**src/rtl/multicycle_control.sv**
```systemverilog
// Main control unit for the multicycle MIPS-subset CPU.
// Moore FSM: datapath controls decode from the current state only, except that
// the FETCH-state IR/PC loads wait for mem_ready. While reset is low every
// output, including the debug state, is held at zero.
module multicycle_control #(
   parameter int OP_W    = 6,
   parameter int STATE_W = 4
) (
   input  logic               clk,
   input  logic               reset,
   input  logic [OP_W-1:0]    opcode,
   input  logic [OP_W-1:0]    funct,
   input  logic               zero,
   input  logic               mem_ready,
   output logic               pc_write,
   output logic               branch,
   output logic               ir_write,
   output logic               instr_mem_enable,
   output logic               data_mem_enable,
   output logic               mem_write,
   output logic               reg_file_enable,
   output logic               reg_dst,
   output logic               mem_to_reg,
   output logic               alu_src_a,
   output logic [1:0]         alu_src_b,
   output logic [2:0]         alu_control,
   output logic [1:0]         pc_source,
   output logic               instr_done,
   output logic               illegal_op,
   output logic [STATE_W-1:0] state
);

   typedef enum logic [STATE_W-1:0] {
      FETCH  = STATE_W'(0),
      DECODE = STATE_W'(1),
      MEMADR = STATE_W'(2),
      MEMRD  = STATE_W'(3),
      MEMWB  = STATE_W'(4),
      MEMWR  = STATE_W'(5),
      EXEC   = STATE_W'(6),
      ALUWB  = STATE_W'(7),
      BRANCH = STATE_W'(8),
      ADDIEX = STATE_W'(9),
      ADDIWB = STATE_W'(10),
      JUMP   = STATE_W'(11)
   } state_t;

   localparam logic [OP_W-1:0] OP_RTYPE = OP_W'(6'b000000);
   localparam logic [OP_W-1:0] OP_LW    = OP_W'(6'b100011);
   localparam logic [OP_W-1:0] OP_SW    = OP_W'(6'b101011);
   localparam logic [OP_W-1:0] OP_BEQ   = OP_W'(6'b000100);
   localparam logic [OP_W-1:0] OP_ADDI  = OP_W'(6'b001000);
   localparam logic [OP_W-1:0] OP_J     = OP_W'(6'b000010);

   localparam logic [OP_W-1:0] FN_ADD = OP_W'(6'b100000);
   localparam logic [OP_W-1:0] FN_SUB = OP_W'(6'b100010);
   localparam logic [OP_W-1:0] FN_AND = OP_W'(6'b100100);
   localparam logic [OP_W-1:0] FN_OR  = OP_W'(6'b100101);
   localparam logic [OP_W-1:0] FN_SLT = OP_W'(6'b101010);

   localparam logic [2:0] ALU_ADD = 3'b010;
   localparam logic [2:0] ALU_SUB = 3'b110;
   localparam logic [2:0] ALU_AND = 3'b000;
   localparam logic [2:0] ALU_OR  = 3'b001;
   localparam logic [2:0] ALU_SLT = 3'b111;

   // The zero flag is combined with branch inside the datapath, not here.
   logic unused_zero;
   assign unused_zero = zero;

   state_t     state_reg, state_next;
   logic       funct_legal;
   logic [2:0] funct_alu;

   logic       pc_write_dec, branch_dec, ir_write_dec, instr_mem_enable_dec;
   logic       data_mem_enable_dec, mem_write_dec, reg_file_enable_dec;
   logic       reg_dst_dec, mem_to_reg_dec, alu_src_a_dec;
   logic [1:0] alu_src_b_dec, pc_source_dec;
   logic [2:0] alu_control_dec;
   logic       instr_done_dec, illegal_op_dec;

   // Map the R-type funct field onto an ALU operation and flag unsupported ones.
   always_comb begin
      funct_legal = 1'b1;
      funct_alu   = ALU_ADD;
      case (funct)
         FN_ADD:  funct_alu = ALU_ADD;
         FN_SUB:  funct_alu = ALU_SUB;
         FN_AND:  funct_alu = ALU_AND;
         FN_OR:   funct_alu = ALU_OR;
         FN_SLT:  funct_alu = ALU_SLT;
         default: funct_legal = 1'b0;
      endcase
   end

   // State register; reset aborts any instruction in flight and returns to FETCH.
   always_ff @(posedge clk or negedge reset) begin
      if (!reset) state_reg <= FETCH;
      else        state_reg <= state_next;
   end

   // Next-state and per-state control decode; anything not set for a state stays 0.
   always_comb begin
      state_next           = FETCH;
      pc_write_dec         = 1'b0;
      branch_dec           = 1'b0;
      ir_write_dec         = 1'b0;
      instr_mem_enable_dec = 1'b0;
      data_mem_enable_dec  = 1'b0;
      mem_write_dec        = 1'b0;
      reg_file_enable_dec  = 1'b0;
      reg_dst_dec          = 1'b0;
      mem_to_reg_dec       = 1'b0;
      alu_src_a_dec        = 1'b0;
      alu_src_b_dec        = 2'b00;
      alu_control_dec      = 3'b000;
      pc_source_dec        = 2'b00;
      instr_done_dec       = 1'b0;
      illegal_op_dec       = 1'b0;
      case (state_reg)
         FETCH: begin
            instr_mem_enable_dec = 1'b1;
            alu_src_b_dec        = 2'b01;
            alu_control_dec      = ALU_ADD;
            ir_write_dec         = mem_ready;
            pc_write_dec         = mem_ready;
            state_next           = mem_ready ? DECODE : FETCH;
         end
         DECODE: begin
            // Branch target PC + (imm << 2) is computed here speculatively.
            alu_src_b_dec   = 2'b11;
            alu_control_dec = ALU_ADD;
            case (opcode)
               OP_LW, OP_SW: state_next = MEMADR;
               OP_RTYPE: begin
                  if (funct_legal) state_next = EXEC;
                  else             illegal_op_dec = 1'b1;
               end
               OP_BEQ:  state_next = BRANCH;
               OP_ADDI: state_next = ADDIEX;
               OP_J:    state_next = JUMP;
               default: illegal_op_dec = 1'b1;
            endcase
         end
         MEMADR: begin
            alu_src_a_dec   = 1'b1;
            alu_src_b_dec   = 2'b10;
            alu_control_dec = ALU_ADD;
            if (opcode == OP_LW)      state_next = MEMRD;
            else if (opcode == OP_SW) state_next = MEMWR;
         end
         MEMRD: begin
            data_mem_enable_dec = 1'b1;
            state_next          = mem_ready ? MEMWB : MEMRD;
         end
         MEMWB: begin
            reg_file_enable_dec = 1'b1;
            mem_to_reg_dec      = 1'b1;
            instr_done_dec      = 1'b1;
         end
         MEMWR: begin
            data_mem_enable_dec = 1'b1;
            mem_write_dec       = 1'b1;
            instr_done_dec      = mem_ready;
            state_next          = mem_ready ? FETCH : MEMWR;
         end
         EXEC: begin
            alu_src_a_dec   = 1'b1;
            alu_control_dec = funct_alu;
            state_next      = ALUWB;
         end
         ALUWB: begin
            reg_file_enable_dec = 1'b1;
            reg_dst_dec         = 1'b1;
            instr_done_dec      = 1'b1;
         end
         BRANCH: begin
            alu_src_a_dec   = 1'b1;
            alu_control_dec = ALU_SUB;
            branch_dec      = 1'b1;
            pc_source_dec   = 2'b01;
            instr_done_dec  = 1'b1;
         end
         ADDIEX: begin
            alu_src_a_dec   = 1'b1;
            alu_src_b_dec   = 2'b10;
            alu_control_dec = ALU_ADD;
            state_next      = ADDIWB;
         end
         ADDIWB: begin
            reg_file_enable_dec = 1'b1;
            instr_done_dec      = 1'b1;
         end
         JUMP: begin
            pc_write_dec   = 1'b1;
            pc_source_dec  = 2'b10;
            instr_done_dec = 1'b1;
         end
         default: state_next = FETCH;
      endcase
   end

   // Outputs are forced low for as long as reset is held.
   always_comb begin
      pc_write         = reset & pc_write_dec;
      branch           = reset & branch_dec;
      ir_write         = reset & ir_write_dec;
      instr_mem_enable = reset & instr_mem_enable_dec;
      data_mem_enable  = reset & data_mem_enable_dec;
      mem_write        = reset & mem_write_dec;
      reg_file_enable  = reset & reg_file_enable_dec;
      reg_dst          = reset & reg_dst_dec;
      mem_to_reg       = reset & mem_to_reg_dec;
      alu_src_a        = reset & alu_src_a_dec;
      alu_src_b        = reset ? alu_src_b_dec : 2'b00;
      alu_control      = reset ? alu_control_dec : 3'b000;
      pc_source        = reset ? pc_source_dec : 2'b00;
      instr_done       = reset & instr_done_dec;
      illegal_op       = reset & illegal_op_dec;
      state            = reset ? state_reg : '0;
   end

endmodule

```
**config.mk**
```make
export PLATFORM = sky130hd
export DESIGN_NAME = multicycle_control
export DESIGN_NICKNAME = d
export VERILOG_FILES = /design/src/rtl/multicycle_control.sv
export SDC_FILE = /design/constraint.sdc
export NUM_CORES = 1
export LEC_CHECK = 0
export BUFFER_PORTS_ARGS = -buffer_cell sky130_fd_sc_hd__buf_4
export CORE_MARGIN = 1
export CORE_UTILIZATION = 44
export CTS_CLUSTER_SIZE = 30
export DETAILED_ROUTE_END_ITERATION = 7
export PLACE_DENSITY = 0.79
export SKIP_CTS_REPAIR_TIMING = 1
export SYNTH_ARGS = -nofsm -noshare
export SYNTH_HDL_FRONTEND = slang
export SYNTH_SLANG_ARGS = --single-unit
```
**constraint.sdc**
```tcl
create_clock -name clk -period 1.75 [get_ports clk]
set_input_delay 0.0875 -clock clk [delete_from_list [all_inputs] [get_ports clk]]
set_output_delay 0.0875 -clock clk [all_outputs]
set_load 0.05 [all_outputs]
```
# After elaboration in Yosys (flattened, before gate mapping)

Index checks and enable logic that the tools add are counted.
W data, S select, Z words.

Word-level logic and storage cells: 76
Output and inout port bits: 23
Register bits after elaboration: 4

Muxes and demuxes: 31
Reduce and logical (&&, ||, !) cells: 11
Equality and inequality tests: 21
Bitwise gates (word level): 12

Operators by type and width:

| cell                 | number |
|---|---|
| $eq A6 B6 Y1 const B | 7 |
| $pmux W4 S7          | 1 |
| $pmux W4 S5          | 1 |
| $mux W3              | 6 |
| $eq A4 B3 Y1 const B | 4 |
| $eq A4 B4 Y1 const B | 4 |
| $reduce_or A5 Y1     | 3 |
| $mux W1              | 13 |
| $and A1 B1 Y1        | 12 |
| $pmux W3 S4          | 1 |
| $pmux W3 S3          | 1 |
| $eq A4 B2 Y1 const B | 2 |
| $reduce_or A4 Y1     | 2 |
| $eq A6 B2 Y1 const B | 1 |
| $eq A6 B3 Y1 const B | 1 |
| $eq A6 B4 Y1 const B | 1 |
| $logic_not A6 Y1     | 1 |
| $pmux W1 S2          | 3 |
| $pmux W2 S3          | 1 |
| $reduce_or A2 Y1     | 3 |
| $eq A4 B1 Y1 const B | 1 |
| $logic_not A4 Y1     | 1 |
| $mux W2              | 2 |
| $mux W4              | 1 |
| 2 further kinds      | 2 |

# Logic depth before layout (Yosys ltp)

Depth in word-level cells: 7
Mapped depth: 6
Mapped depth without buffers: 4

# Worst setup path after synthesis

OpenSTA, ideal clock, no wires.

Path type: reg-to-output
Start: register state_reg[1]
End: output pc_write
Path slack: -1.818 ns
Arrival: 3.481 ns
Cell stages (with the launch flop): 5
Data required time: 1.662 ns
Path through: dfrtp_1 > buf_2 > nor4b_1 > and3_1 > or2_1

Longest elaborated chain between the ends: 3
Elaborated cells between the ends (all ways): 4

Ends and longest elaborated chain:

| element                                                 | line | source |
|---|---|---|
| start: declaration                                      | 71   | `state_t state_reg, state_next;` |
| start signal: assignment                                | 99   | `else state_reg <= state_next;` |
| $eq A4 B4 Y1 / $logic_not A4 Y1 (equally long branches) | 120  | `case (state_reg)` |
| $pmux W1 S2 (*)                                         | 120  |  |
| $and A1 B1 Y1 (*)                                       | 205  | `pc_write = reset & pc_write_dec;` |
| end: declaration                                        | 15   | `output logic pc_write,` |

Mark *: on every way between the ends. The rest lies on a longest branch, timed or not.

# Worst setup path after layout

Start: register state_reg[3]
End: output pc_write

Same word-level chain as after synthesis.

==> results.sh <==
export IMPL_status="finished with violations"
export IMPL_violations="setup timing"
export IMPL_endpoint_kind="primary output"
export IMPL_yosysSeqAreaShare_pct=13.8
export IMPL_crit_fanout=6
export IMPL_clkSlewWorstSetupHoldPaths_ns=0.04
export IMPL_slew_violations=0
export IMPL_syn_nets=121
export IMPL_first_pass_iters=4
export IMPL_synth_xor_area_share_pct=3.62
export IMPL_worst_pin_slew_ns=0.341
export IMPL_clock_latency_ns=0.24
export IMPL_yosysUniqueCellTypes=39
export IMPL_irDropWorstVdd_v=0.000549
export IMPL_io_buffers=37
export IMPL_grt_antenna_before_repair=0
export IMPL_syn2layout_area_growth_pct=67.4
export IMPL_numCtsBuffers=3
export IMPL_power_mw=0.978
export IMPL_hold_viol_final=0
export IMPL_min_period_ns=1.75
export IMPL_yosysWarnings=0
export IMPL_grt_max_degree=17
export IMPL_final_core_util_pct=79.7
export IMPL_finClkSkew_ns=0.00502
export IMPL_diodes=0
export IMPL_place_gp_congestion=0.838
export IMPL_synth_area_mux_share_pct=7.07
export IMPL_wire_per_inst_um=12.5
export IMPL_fin_area_um2=1210
export IMPL_grt_use_total_pct=22.0
export IMPL_grt_pass1_wl_um=3150
export IMPL_ctsLongestPathBuffers=2
export IMPL_min_path_type="primary input to flip-flop"
export IMPL_h_tree_depth=1
export IMPL_drcViolationCount=0
export IMPL_crit_required_ns=1.66
export IMPL_synth_adder_area_share_pct=0
export IMPL_drtIter0Drc=17
export IMPL_coreArea_um2=1520
export IMPL_grt_pass1_vias=743
export IMPL_clock_fmax_mhz=571
export IMPL_worstSetupPathType="flip-flop to primary output"
export IMPL_synth_top_family_by_area="simple AND/OR/NAND/NOR gates"
export IMPL_finalSetupViolations=1
export IMPL_avgSynthCellArea_um2=6.91
export IMPL_dieArea_um2=1820
export IMPL_syn_area_um2=726
export IMPL_dieWidth_um=42.6
export IMPL_initial_core_util_pct=47.6
export IMPL_io_pins=39
export IMPL_dp_hpwl_um=1620
export IMPL_final_nets=169
export IMPL_synth_seq_cells=4
export IMPL_avgViaCountPerCell=5.46
export IMPL_cts_root_buf="clkbuf_4"
export IMPL_final_cell_mix="buf_4 (46), nand2_1 (7), nor2_1 (7), o21ai_0 (7)"
export IMPL_drv_cap=0
export IMPL_finalCritPeriodShare_pct=100
export IMPL_ant_nets=0
export IMPL_cts_sinks=4
export IMPL_cts_tree="done"
export IMPL_vias=911
export IMPL_nFillCells=99
export IMPL_largest_reg_flops=4
export IMPL_rsz0062_at_grt="true"
export IMPL_p_leak_nw=0.528
export IMPL_grt_ovfl_total=0
export IMPL_setup_ws_ns=-0.00257
export IMPL_cp_start_kind="flip-flop"
export IMPL_layout_commonest_cell="buf_4"
export IMPL_syn_inst=105
export IMPL_synth_compound_area_share_pct=24.5
export IMPL_detailedPlace_worstSlack_ns=0.0791
export IMPL_die_h_um=42.6
export IMPL_cellPowerDensity_nw_per_um2=805
export IMPL_relSlewSlack_pct=77.1
export IMPL_placed_area_um2=1120
export IMPL_rows=14
export IMPL_wl_um=2090
export IMPL_synth_simple_area_share_pct=42.6
export IMPL_drive_above_1_share_pct=49.7
export IMPL_crit_arrival_ns=1.67
## power by group
part           internal [mW]  switching [mW]
Combinational          0.284           0.449
Sequential             0.112          0.0194
Clock                 0.0767          0.0378
## cell type report
cell class / instances / area, µm² / share of cell area [%]
multi-input cells: 88 / 646 / 53.1
well taps: 16 / 20.0 / 1.65
inverters: 5 / 18.8 / 1.54
flip-flops and latches: 4 / 104 / 8.55
repair buffers: 51 / 404 / 33.3
clock buffers: 3 / 22.5 / 1.85
## cell families after synthesis
| group | after synthesis |
|---|---|
| XOR/XNOR | 3 |
| AO/OA/AOI/OAI | 25 |
| AND/OR/NAND/NOR | 55 |
| buffers and inverters | 13 |
| multiplexers | 5 |
| flip-flops | 4 |
## metrics by stage
stage	hold slack [ns]	cells	TNS [ns]
6_report	0.161	167	-0.00257
5_1_grt	0.157	167	-0.131
4_1_cts	-0.328	163	-0.166
3_5_place_dp	-0.0744	160	0
3_3_place_gp	-0.0759	160	0
2_1_floorplan	-0.208	105	-0.206
## worst max-delay path: stages (launching register included)
cell and delay (ns):
dfrtp_2 0.45, buf_6 0.15, nor4b_4 0.34, and3_4 0.25, or2_4 0.11, buf_8 0.13
## synthesized netlist by cell type (all sizes together)
cell type,n,share of area (%)
clkbuf,5,2.6
a2111oi,1,3.8
and4b,1,1.4
nand3,3,2.1
o31ai,1,1.0
nand4,1,0.86
or2,1,0.86
and2,6,5.2
nor4b,2,2.4
mux2,1,1.6
nor3,6,4.1
o221ai,1,1.2
o22a,1,1.2
o32a,1,1.4
a21oi,7,4.8
nor2,9,4.7
xor2,1,1.2
inv,5,2.6
o21a,1,1.0
o211ai,2,2.1
xnor2,2,2.4
buf,3,3.3
or4b,1,1.9
or3,2,1.7
or4,1,1.0
o21bai,1,1.0
dfrtp,4,14
a2bb2oi,1,1.2
nor2b,4,3.4
o21ai,7,4.8
o22ai,1,0.86
nor3b,1,1.0
nand2,8,4.1
nor4,1,0.86
and3,2,1.7
nand2b,6,5.2
mux2i,4,5.5
## path summary, 6_finish.rpt
path	depth (start not counted)	end	start	slack, ns
max	5	pc_write	state_reg[3]$_DFF_PN0_	-0.003
min	2	state_reg[1]$_DFF_PN0_	opcode[3]	0.16
max reg2reg	6	state_reg[1]$_DFF_PN0_	state_reg[3]$_DFF_PN0_	0.20
min reg2reg	2	state_reg[3]$_DFF_PN0_	state_reg[2]$_DFF_PN0_	0.59
max in group asynchronous	2	state_reg[1]$_DFF_PN0_	reset	1.26
min in group asynchronous	2	state_reg[0]$_DFF_PN0_	reset	0.30
## layer usage
layer / up-vias / share of wire (%) / global-route usage [%]
met5: - / 0 / 0
li1: 470 / - / -
met2: 29 / 54 / 39.1
met1: 410 / 42 / 27.9
met3: 2 / 2.9 / 2.59
met4: 0 / 0.91 / 5.63
Note: power is estimated with default switching activity, not from simulation.
